[config.mk]
export PLATFORM = sky130hd
export DESIGN_NAME = hazard_controller_flat
export DESIGN_NICKNAME = d
export VERILOG_FILES = /design/src/rtl/hazard_controller_if.sv /design/src/rtl/hazard_controller.sv /design/src/flat_wrapper.sv
export SDC_FILE = /design/constraint.sdc
export NUM_CORES = 1
export LEC_CHECK = 0
export CAP_MARGIN = 20
export CORE_ASPECT_RATIO = 0.9
export CORE_UTILIZATION = 40
export CTS_CLUSTER_DIAMETER = 50
export DETAILED_ROUTE_END_ITERATION = 6
export PLACE_DENSITY = 0.74
export SLEW_MARGIN = 15
export SYNTH_ARGS = -nofsm -noshare
export SYNTH_HDL_FRONTEND = slang
export SYNTH_SLANG_ARGS = --single-unit
[constraint.sdc]
create_clock -name clk_i -period 5.34 [get_ports clk_i]
set_input_delay 1.335 -clock clk_i [delete_from_list [all_inputs] [get_ports clk_i]]
set_output_delay 1.335 -clock clk_i [all_outputs]
set_load 0.01 [all_outputs]
[src/rtl/hazard_controller_if.sv]
// Hazard controller bus: decode/execute hazard inputs and pipeline stall/flush controls.
interface hazard_controller_if;
  logic [4:0] fd_rs1_address_i;
  logic [4:0] fd_rs2_address_i;
  logic       fd_rs1_used_i;
  logic       fd_rs2_used_i;
  logic       dx_valid_i;
  logic       dx_is_load_i;
  logic [4:0] dx_rd_address_i;
  logic       dx_multicycle_i;
  logic       mc_done_i;
  logic       redirect_i;
  logic       pc_stall_o;
  logic       fd_stall_o;
  logic       dx_stall_o;
  logic       fd_flush_o;
  logic       dx_flush_o;
  logic       xm_flush_o;
  logic       mc_start_o;
  logic       error_o;

  // Pipeline side: supplies hazard information, consumes controls
  modport master (
    output fd_rs1_address_i, fd_rs2_address_i, fd_rs1_used_i, fd_rs2_used_i,
    output dx_valid_i, dx_is_load_i, dx_rd_address_i, dx_multicycle_i,
    output mc_done_i, redirect_i,
    input  pc_stall_o, fd_stall_o, dx_stall_o, fd_flush_o, dx_flush_o,
    input  xm_flush_o, mc_start_o, error_o
  );

  // Controller side
  modport slave (
    input  fd_rs1_address_i, fd_rs2_address_i, fd_rs1_used_i, fd_rs2_used_i,
    input  dx_valid_i, dx_is_load_i, dx_rd_address_i, dx_multicycle_i,
    input  mc_done_i, redirect_i,
    output pc_stall_o, fd_stall_o, dx_stall_o, fd_flush_o, dx_flush_o,
    output xm_flush_o, mc_start_o, error_o
  );
endinterface

[src/rtl/hazard_controller.sv]
// Pipeline hazard sequencer: load-use bubbles, multi-cycle EX hold, redirect flushes.
module hazard_controller #(
  parameter int unsigned LOAD_BUBBLES = 1,
  parameter int unsigned MC_TIMEOUT   = 64
) (
  input logic              clk_i,
  input logic              rst_ni,
  hazard_controller_if.slave bus
);

  localparam int unsigned BUB_W = 2;
  localparam int unsigned TO_W  = (MC_TIMEOUT < 2) ? 1 : $clog2(MC_TIMEOUT + 1);
  localparam logic [BUB_W-1:0] BUB_INIT = BUB_W'(LOAD_BUBBLES - 1);
  localparam logic [TO_W-1:0]  TO_MAX   = TO_W'(MC_TIMEOUT);

  typedef enum logic [1:0] {
    ST_RUN        = 2'd0,
    ST_LOAD_STALL = 2'd1,
    ST_MC_WAIT    = 2'd2
  } state_e;

  state_e           r_state;
  state_e           w_state_next;
  logic [BUB_W-1:0] r_bub_cnt;
  logic [BUB_W-1:0] w_bub_cnt_next;
  logic [TO_W-1:0]  r_to_cnt;
  logic [TO_W-1:0]  w_to_cnt_next;
  logic             r_error;
  logic             w_error_next;
  logic             w_rs1_match;
  logic             w_rs2_match;
  logic             w_hz;

  // Load-use detection; x0 is never a real producer
  assign w_rs1_match = bus.fd_rs1_used_i && (bus.fd_rs1_address_i == bus.dx_rd_address_i);
  assign w_rs2_match = bus.fd_rs2_used_i && (bus.fd_rs2_address_i == bus.dx_rd_address_i);
  assign w_hz = bus.dx_valid_i && bus.dx_is_load_i && (bus.dx_rd_address_i != 5'd0) &&
                (w_rs1_match || w_rs2_match);

  assign bus.error_o = r_error;

  // State, counters and sticky error
  always_ff @(posedge clk_i or negedge rst_ni) begin
    if (!rst_ni) begin
      r_state   <= ST_RUN;
      r_bub_cnt <= '0;
      r_to_cnt  <= '0;
      r_error   <= 1'b0;
    end else begin
      r_state   <= w_state_next;
      r_bub_cnt <= w_bub_cnt_next;
      r_to_cnt  <= w_to_cnt_next;
      r_error   <= w_error_next;
    end
  end

  // Next state and combinational controls; everything held low while in reset
  always_comb begin
    w_state_next   = r_state;
    w_bub_cnt_next = r_bub_cnt;
    w_to_cnt_next  = r_to_cnt;
    w_error_next   = r_error;
    bus.pc_stall_o = 1'b0;
    bus.fd_stall_o = 1'b0;
    bus.dx_stall_o = 1'b0;
    bus.fd_flush_o = 1'b0;
    bus.dx_flush_o = 1'b0;
    bus.xm_flush_o = 1'b0;
    bus.mc_start_o = 1'b0;

    if (rst_ni) begin
      case (r_state)
        ST_RUN: begin
          if (bus.redirect_i) begin
            // redirect kills the dependent instruction, so it wins over hz
            bus.fd_flush_o = 1'b1;
            bus.dx_flush_o = 1'b1;
          end else if (bus.dx_valid_i && bus.dx_multicycle_i) begin
            bus.mc_start_o = 1'b1;
            bus.pc_stall_o = 1'b1;
            bus.fd_stall_o = 1'b1;
            bus.dx_stall_o = 1'b1;
            bus.xm_flush_o = 1'b1;
            w_to_cnt_next  = '0;
            w_state_next   = ST_MC_WAIT;
          end else if (w_hz) begin
            bus.pc_stall_o = 1'b1;
            bus.fd_stall_o = 1'b1;
            bus.dx_flush_o = 1'b1;
            if (LOAD_BUBBLES > 1) begin
              w_bub_cnt_next = BUB_INIT;
              w_state_next   = ST_LOAD_STALL;
            end
          end
        end

        ST_LOAD_STALL: begin
          bus.pc_stall_o = 1'b1;
          bus.fd_stall_o = 1'b1;
          bus.dx_flush_o = 1'b1;
          if (r_bub_cnt <= BUB_W'(1)) begin
            w_bub_cnt_next = '0;
            w_state_next   = ST_RUN;
          end else begin
            w_bub_cnt_next = r_bub_cnt - BUB_W'(1);
          end
        end

        ST_MC_WAIT: begin
          if (bus.mc_done_i) begin
            // result advances to XM; a new op may start only next cycle
            w_state_next = ST_RUN;
          end else begin
            bus.pc_stall_o = 1'b1;
            bus.fd_stall_o = 1'b1;
            bus.dx_stall_o = 1'b1;
            bus.xm_flush_o = 1'b1;
            if (r_to_cnt != TO_MAX) begin
              w_to_cnt_next = r_to_cnt + TO_W'(1);
            end
            if ((MC_TIMEOUT != 0) && (w_to_cnt_next == TO_MAX)) begin
              w_error_next = 1'b1;
            end
          end
        end

        default: begin
          w_state_next = ST_RUN;
        end
      endcase
    end
  end

endmodule

[src/flat_wrapper.sv]
// flat-port wrapper written by rule: the top's interface ports become plain ports
module hazard_controller_flat 
#(
  parameter int unsigned LOAD_BUBBLES = 1,
  parameter int unsigned MC_TIMEOUT   = 64
)
  (clk_i, rst_ni, bus_fd_rs1_address_i, bus_fd_rs2_address_i, bus_fd_rs1_used_i, bus_fd_rs2_used_i, bus_dx_valid_i, bus_dx_is_load_i, bus_dx_rd_address_i, bus_dx_multicycle_i, bus_mc_done_i, bus_redirect_i, bus_pc_stall_o, bus_fd_stall_o, bus_dx_stall_o, bus_fd_flush_o, bus_dx_flush_o, bus_xm_flush_o, bus_mc_start_o, bus_error_o);
  hazard_controller_if bus_i ();
  input logic clk_i;
  input logic rst_ni;
  input wire logic [$bits(bus_i.fd_rs1_address_i)-1:0] bus_fd_rs1_address_i;
  input wire logic [$bits(bus_i.fd_rs2_address_i)-1:0] bus_fd_rs2_address_i;
  input wire logic [$bits(bus_i.fd_rs1_used_i)-1:0] bus_fd_rs1_used_i;
  input wire logic [$bits(bus_i.fd_rs2_used_i)-1:0] bus_fd_rs2_used_i;
  input wire logic [$bits(bus_i.dx_valid_i)-1:0] bus_dx_valid_i;
  input wire logic [$bits(bus_i.dx_is_load_i)-1:0] bus_dx_is_load_i;
  input wire logic [$bits(bus_i.dx_rd_address_i)-1:0] bus_dx_rd_address_i;
  input wire logic [$bits(bus_i.dx_multicycle_i)-1:0] bus_dx_multicycle_i;
  input wire logic [$bits(bus_i.mc_done_i)-1:0] bus_mc_done_i;
  input wire logic [$bits(bus_i.redirect_i)-1:0] bus_redirect_i;
  output wire logic [$bits(bus_i.pc_stall_o)-1:0] bus_pc_stall_o;
  output wire logic [$bits(bus_i.fd_stall_o)-1:0] bus_fd_stall_o;
  output wire logic [$bits(bus_i.dx_stall_o)-1:0] bus_dx_stall_o;
  output wire logic [$bits(bus_i.fd_flush_o)-1:0] bus_fd_flush_o;
  output wire logic [$bits(bus_i.dx_flush_o)-1:0] bus_dx_flush_o;
  output wire logic [$bits(bus_i.xm_flush_o)-1:0] bus_xm_flush_o;
  output wire logic [$bits(bus_i.mc_start_o)-1:0] bus_mc_start_o;
  output wire logic [$bits(bus_i.error_o)-1:0] bus_error_o;
  assign bus_i.fd_rs1_address_i = bus_fd_rs1_address_i;
  assign bus_i.fd_rs2_address_i = bus_fd_rs2_address_i;
  assign bus_i.fd_rs1_used_i = bus_fd_rs1_used_i;
  assign bus_i.fd_rs2_used_i = bus_fd_rs2_used_i;
  assign bus_i.dx_valid_i = bus_dx_valid_i;
  assign bus_i.dx_is_load_i = bus_dx_is_load_i;
  assign bus_i.dx_rd_address_i = bus_dx_rd_address_i;
  assign bus_i.dx_multicycle_i = bus_dx_multicycle_i;
  assign bus_i.mc_done_i = bus_mc_done_i;
  assign bus_i.redirect_i = bus_redirect_i;
  assign bus_pc_stall_o = bus_i.pc_stall_o;
  assign bus_fd_stall_o = bus_i.fd_stall_o;
  assign bus_dx_stall_o = bus_i.dx_stall_o;
  assign bus_fd_flush_o = bus_i.fd_flush_o;
  assign bus_dx_flush_o = bus_i.dx_flush_o;
  assign bus_xm_flush_o = bus_i.xm_flush_o;
  assign bus_mc_start_o = bus_i.mc_start_o;
  assign bus_error_o = bus_i.error_o;
  hazard_controller #(.LOAD_BUBBLES(LOAD_BUBBLES), .MC_TIMEOUT(MC_TIMEOUT)) u_core (.clk_i(clk_i), .rst_ni(rst_ni), .bus(bus_i));
endmodule
Word-level counts from Yosys, hierarchy flattened
Cells that the tools add are included.
{ "classes": {"eq_ne": 11, "mux": 33, "add_sub_neg": 2, "n_bitwise": 1, "n_lt_le_gt_ge": 1, "n_reduce_logical": 14} }
{ "op_table": {"columns": ["operator", "count"], "rows": [
  ["two-way mux 7 bit", 7],
  ["two-way mux 1 bit", 16],
  ["one-hot mux 7 bit (2 select lines)", 1],
  ["== test 5 bit", 2],
  ["two-way mux 2 bit", 5],
  ["AND reduction 5 bit", 2],
  ["adder 7 x 1 -> 7 bit, second input constant", 1],
  ["== test 7 bit, second input constant", 1],
  ["inequality test 7 bit, second input constant", 1],
  ["logical AND 1 bit", 6],
  ["inequality test 2 bit, second input constant", 3],
  ["one-hot mux 2 bit (3 select lines)", 1],
  ["nonzero test 5 bit", 1],
  ["inequality test 2 x 1 -> 1 bit, second input constant", 2],
  ["one-hot mux 1 bit (2 select lines)", 2],
  ["AND reduction 4 bit", 1],
  ["one-hot mux 1 bit (3 select lines)", 1],
  ["== test 2 x 1 -> 1 bit, second input constant", 1],
  ["== test 2 bit, second input constant", 1],
  ["<= comparator 2 x 1 -> 1 bit, second input constant", 1],
  ["zero test 2 bit", 1],
  ["AND reduction 2 bit", 1],
  ["nonzero test 2 bit", 1],
  ["subtractor 2 x 1 -> 2 bit, second input constant", 1],
  ["other kinds (2)", 2]
]} }
{ "totals": {"register_bits": 12, "out_inout_bits": 8, "inputBits": 24, "elab_cells": 66} }

Logic depth before layout (Yosys ltp)
{ "depth": {"ltp_word": 9, "depth_mapped": 7, "mapped_depth_nobuf": 7} }

Worst setup path before layout
OpenSTA, ideal clock, no wires.
{ "synth_timing": {"path_type": "input to output", "from": "input port bus_dx_rd_address_i[1]", "to": "output port bus_pc_stall_o", "cell_stages": 4, "slack_ps": 1630, "path_buffers": 1, "t_required_ps": 4005, "t_arrival_ps": 2375, "path_cell_list": "or4_1 > o2111ai_1 > a21oi_1 > buf_4"} }
{ "synth_between": {"elab_chain_len": 9, "word_cells_on_any_way": 13, "classes_between": "2 x eq/ne; 5 x mux; 6 x reduce/logical"} }
{ "synth_rtl": {"columns": ["element", "line", "rtl"], "rows": [
  ["start, declared", "flat_wrapper.sv:17", "input wire logic [$bits(bus_i.dx_rd_address_i)-1:0] bus_dx_rd_address_i;"],
  ["== test 5 bit, on equally long branches", "hazard_controller.sv:35, hazard_controller.sv:36", null],
  ["logical AND 1 bit, on equally long branches", "hazard_controller.sv:35, hazard_controller.sv:36", null],
  ["logical OR 1 bit", "hazard_controller.sv:38", "(w_rs1_match || w_rs2_match);"],
  ["logical AND 1 bit (*)", "hazard_controller.sv:37", "assign w_hz = bus.dx_valid_i && bus.dx_is_load_i && (bus.dx_rd_address_i != 5'd0) &&"],
  ["two-way mux 1 bit (*) (3 in a row)", null, null],
  ["one-hot mux 1 bit (3 select lines) (*)", null, null],
  ["two-way mux 1 bit (*)", null, null],
  ["end, declared", "flat_wrapper.sv:21", "output wire logic [$bits(bus_i.pc_stall_o)-1:0] bus_pc_stall_o;"]
]} }
Mark *: on every way between the ends. The rest lies on a longest branch, timed or not.

Final worst setup path
{ "layout_timing": {"from": "input port rst_ni", "to": "output port bus_xm_flush_o"} }
{ "layout_between": {"elab_chain_len": 1} }
{ "layout_rtl": {"columns": ["element", "line", "rtl"], "rows": [
  ["start, declared", "flat_wrapper.sv:10", "input logic rst_ni;"],
  ["two-way mux 1 bit", "hazard_controller.sv:71", "if (rst_ni) begin"],
  ["end, declared", "flat_wrapper.sv:26", "output wire logic [$bits(bus_i.xm_flush_o)-1:0] bus_xm_flush_o;"]
]} }
No other way between the ends.

==> impl_metrics.ini <==
[status]
status = finished clean

[synth]
synthArstFlopShare_pct = 100.0
syn-instance-count = 95
synthMuxAreaShare_pct = 0
yosysTopAreaCellShare_pct = 28.48
avgSynthCellArea_sq_um = 8.324
synth_edf_count = 0
synthTopCellsByArea = dfrtp_1 (28%), xnor2_1 (14%), nand2_1 (4.7%), a21oi_1 (4.4%), o21ai_0 (3.8%)
synth-seq-cells = 9
synth_warnings = 0
synth_nets = 121
synthTopCellsByCount = xnor2_1 (13), nand2_1 (10), dfrtp_1 (9)
synthAdderAreaFrac_pct = 3.165
yosysUniqueCellTypes = 32
synth_compound_area_share_pct = 21.04
netlist_area_sq_um = 790.8
synth.yosys.seq_area_share_pct = 28.48
synth_top_family_by_area = simple AND/OR/NAND/NOR gates
synth_most_common_cell = xnor2_1
synth-simple-area-share_pct = 26.90
yosysTopAreaCell = dfrtp_1
synthXorXnorAreaFrac_pct = 14.40
dominantRegCellSynth = dfrtp_1

[cts]
cts_tree = yes
clkLatencyLatePin_ns = 0.26
clkSlewWorstSetupHoldPaths_ns = 0.06
clock-sinks = 9
root_buffer = clkbuf_4
cts_setup_buffers = 0
cts_max_level = 1
cts.path.max_buffers = 2
ctsHoldBuffers = 0
cts_buffers = 3
ctsResizeCount = 0

[finish]
syn_to_final_growth_pct = 44.15
final-seq-area_sq_um = 225.2
drive_above_1_share_pct = 8.661
diodes = 0
multi_input_area_sq_um = 518.0
fin_cells = 151
fillCellCount = 153
finalNetCount = 154

[power]
irDropWorstVdd_mv = 0.2343
p_per_area_nw_per_um2 = 220.2
seqPwrFrac_pct = 38.2
p_sw_uw = 92.40
comb_power_share_pct = 40.5
p_leak_uw = 0.0004358
clock_power_share_pct = 21.3
sw_frac_of_total_pct = 36.81
intPower_uw = 158.6
power_uw = 251.0

[floorplanning]
start_util_pct = 44.70
die_area_sq_um = 2159
core_area_sq_um = 1769
num_rows = 14
die_x_um = 48.87
die_h_um = 44.18
ios = 32

[global_routing]
grt_max_degree = 10
grt_pass1_wl_mm = 3.153
antenna_found_initial = 0
grt_remaining_overflow = 0
grt_pass1_vias = 735
grt_usage_pct = 19.31

[sta]
max_freq_mhz = 214.1
rsz0062_at_grt = no
min_period_ns = 4.671
finalMaxSlewViolations = 0
final.setup_skew_ns = 0.003407
max_slew.worst_pin.slew_ns = 0.5790
finalHoldViolCount = 0
max-slew-margin-rel_pct = 60.98
fin_crit_sh_pct = 87.46
setup_viol = 0
tns_ns = 0

[worst_hold_path]
min_from = u_core.r_to_cnt[6]$_DFFE_PN0P_
hold_path_end = u_core.r_to_cnt[6]$_DFFE_PN0P_
hp-class = flip-flop to flip-flop
min_path_cells = 2

[place]
io_buffers = 31
gp_congestion = 0.8092
dp_hpwl_mm = 1.570
dp_cells = 147

[drt]
drcViolationCount = 0
ant_nets = 0
wirelength_mm = 1.854
vias = 792
drt-wirelength-per-cell_um = 12.28
vias_per_cell = 5.245
drt_iter0_markers = 9
dr.pass1.iters = 4

[worst_setup_path]
ff2ff_setup_slack_ns = 3.58
crit_arrival_ns = 3.34
r2r-start = u_core.r_to_cnt[0]$_DFFE_PN0P_
cp_slowest_cell = clkdlybuf4s50_1
worstPathRequired_ns = 4.01
crit_top_cell = clkdlybuf4s50_1
cp.depth = 6
crit_type = primary input to output port
cp_cell_sequence = clkdlybuf4s50_1, nand2b_1, nor3_2, nor2_1, inv_1, clkdlybuf4s50_1
worst_r2r_endpoint = u_core.r_to_cnt[2]$_DFFE_PN0P_
crit_buf_inv = 3
endpoint_kind = output port
critPathMaxStageDelay_ns = 0.68
critPathLaunch = rst_ni
path_max_fanout = 9
r2r_cells = 7
start_kind = primary input
crit_family = buffers and inverters

[run]
maxCapViolCount = 0
[registers in the layout, indices dropped and copies added (netlist names)]
register and cells:
u_core.r_to_cnt 7, u_core.bus.error_o 1, u_core.r_state 1
[worst min-delay path, cell delays in order (launching register included)]
cell	delay, ns
dfrtp_1	0.39
nand2_1	0.06
o21ai_0	0.06
[worst max path at each step]
stage / endpoint / slack (ns)
finish: bus_xm_flush_o / 0.67
global route: bus_xm_flush_o / 0.50
CTS: bus_xm_flush_o / 0.66
detailed placement: bus_xm_flush_o / 0.68
global placement: bus_dx_stall_o / 0.70
floorplan: bus_pc_stall_o / 1.63
[layout by cell type, fill, tap and decap left out]
cell	instances
a211oi_1	1
a21o_1	1
a21oi_1	7
a2bb2oi_2	1
and2_1	1
and3_1	1
and3b_1	1
buf_4	1
clkbuf_1	1
clkbuf_4	3
clkdlybuf4s50_1	31
dfrtp_1	9
ha_1	2
inv_1	6
nand2_1	10
nand2b_1	4
nand3_1	2
nand3_4	1
nand4_1	3
nor2_1	6
nor2_4	1
nor2b_1	1
nor3_2	1
nor4_1	1
nor4_2	1
o2111ai_1	1
o21ai_0	6
o21ai_1	1
o22ai_1	3
o31ai_1	3
o41ai_2	1
or2_2	1
or4_1	1
xnor2_1	13
[power groups by stage]
| stage | Combinational [uW] | Clock, uW | Sequential [uW] |
|---|---|---|---|
| after floorplan | 69.0 | 0 | 89.7 |
| final | 102 | 53.5 | 95.8 |
| after CTS | 103 | 55.4 | 95.7 |
| after global routing | 115 | 59.4 | 99.3 |
| after detailed placement | 103 | 0 | 96.9 |
| after global placement | 99.7 | 0 | 96.8 |
[cell type report]
cell class / instances / area share [%]
inverters: 6 / 1.976
clock buffers: 4 / 2.305
well taps: 24 / 2.634
flip-flops and latches: 9 / 19.76
multi-input cells: 76 / 45.44
repair buffers: 32 / 27.88
[layer usage]
metal	global-route usage (%)	share of wire (%)	wire, um
met2	31.94	48	887
met5	0	0	0
met1	23.68	45	839
met4	7.647	0.76	14
met3	6.186	6.0	112
[cell families after synthesis]
kind of cell / after synthesis
XOR/XNOR: 13
adder cells (fa/ha/maj): 2
buffers and inverters: 10
flip-flops: 9
AO/OA/AOI/OAI: 25
AND/OR/NAND/NOR: 36
[stage by stage]
step / hold WS [ns] / cell area (sq um) / setup WS [ns] / util, %
after floorplan: 0.4928 / 790.8 / 1.630 / -
after global placement: 0.5300 / 1114 / 0.6975 / 62.94
after detailed placement: 0.5247 / 1114 / 0.6769 / 62.94
after CTS: 0.5401 / 1140 / 0.6589 / 64.43
after global routing: 0.5740 / 1140 / 0.4989 / 64.43
final: 0.5407 / 1140 / 0.6695 / 64.43
Power figures use the tool's default switching activity.
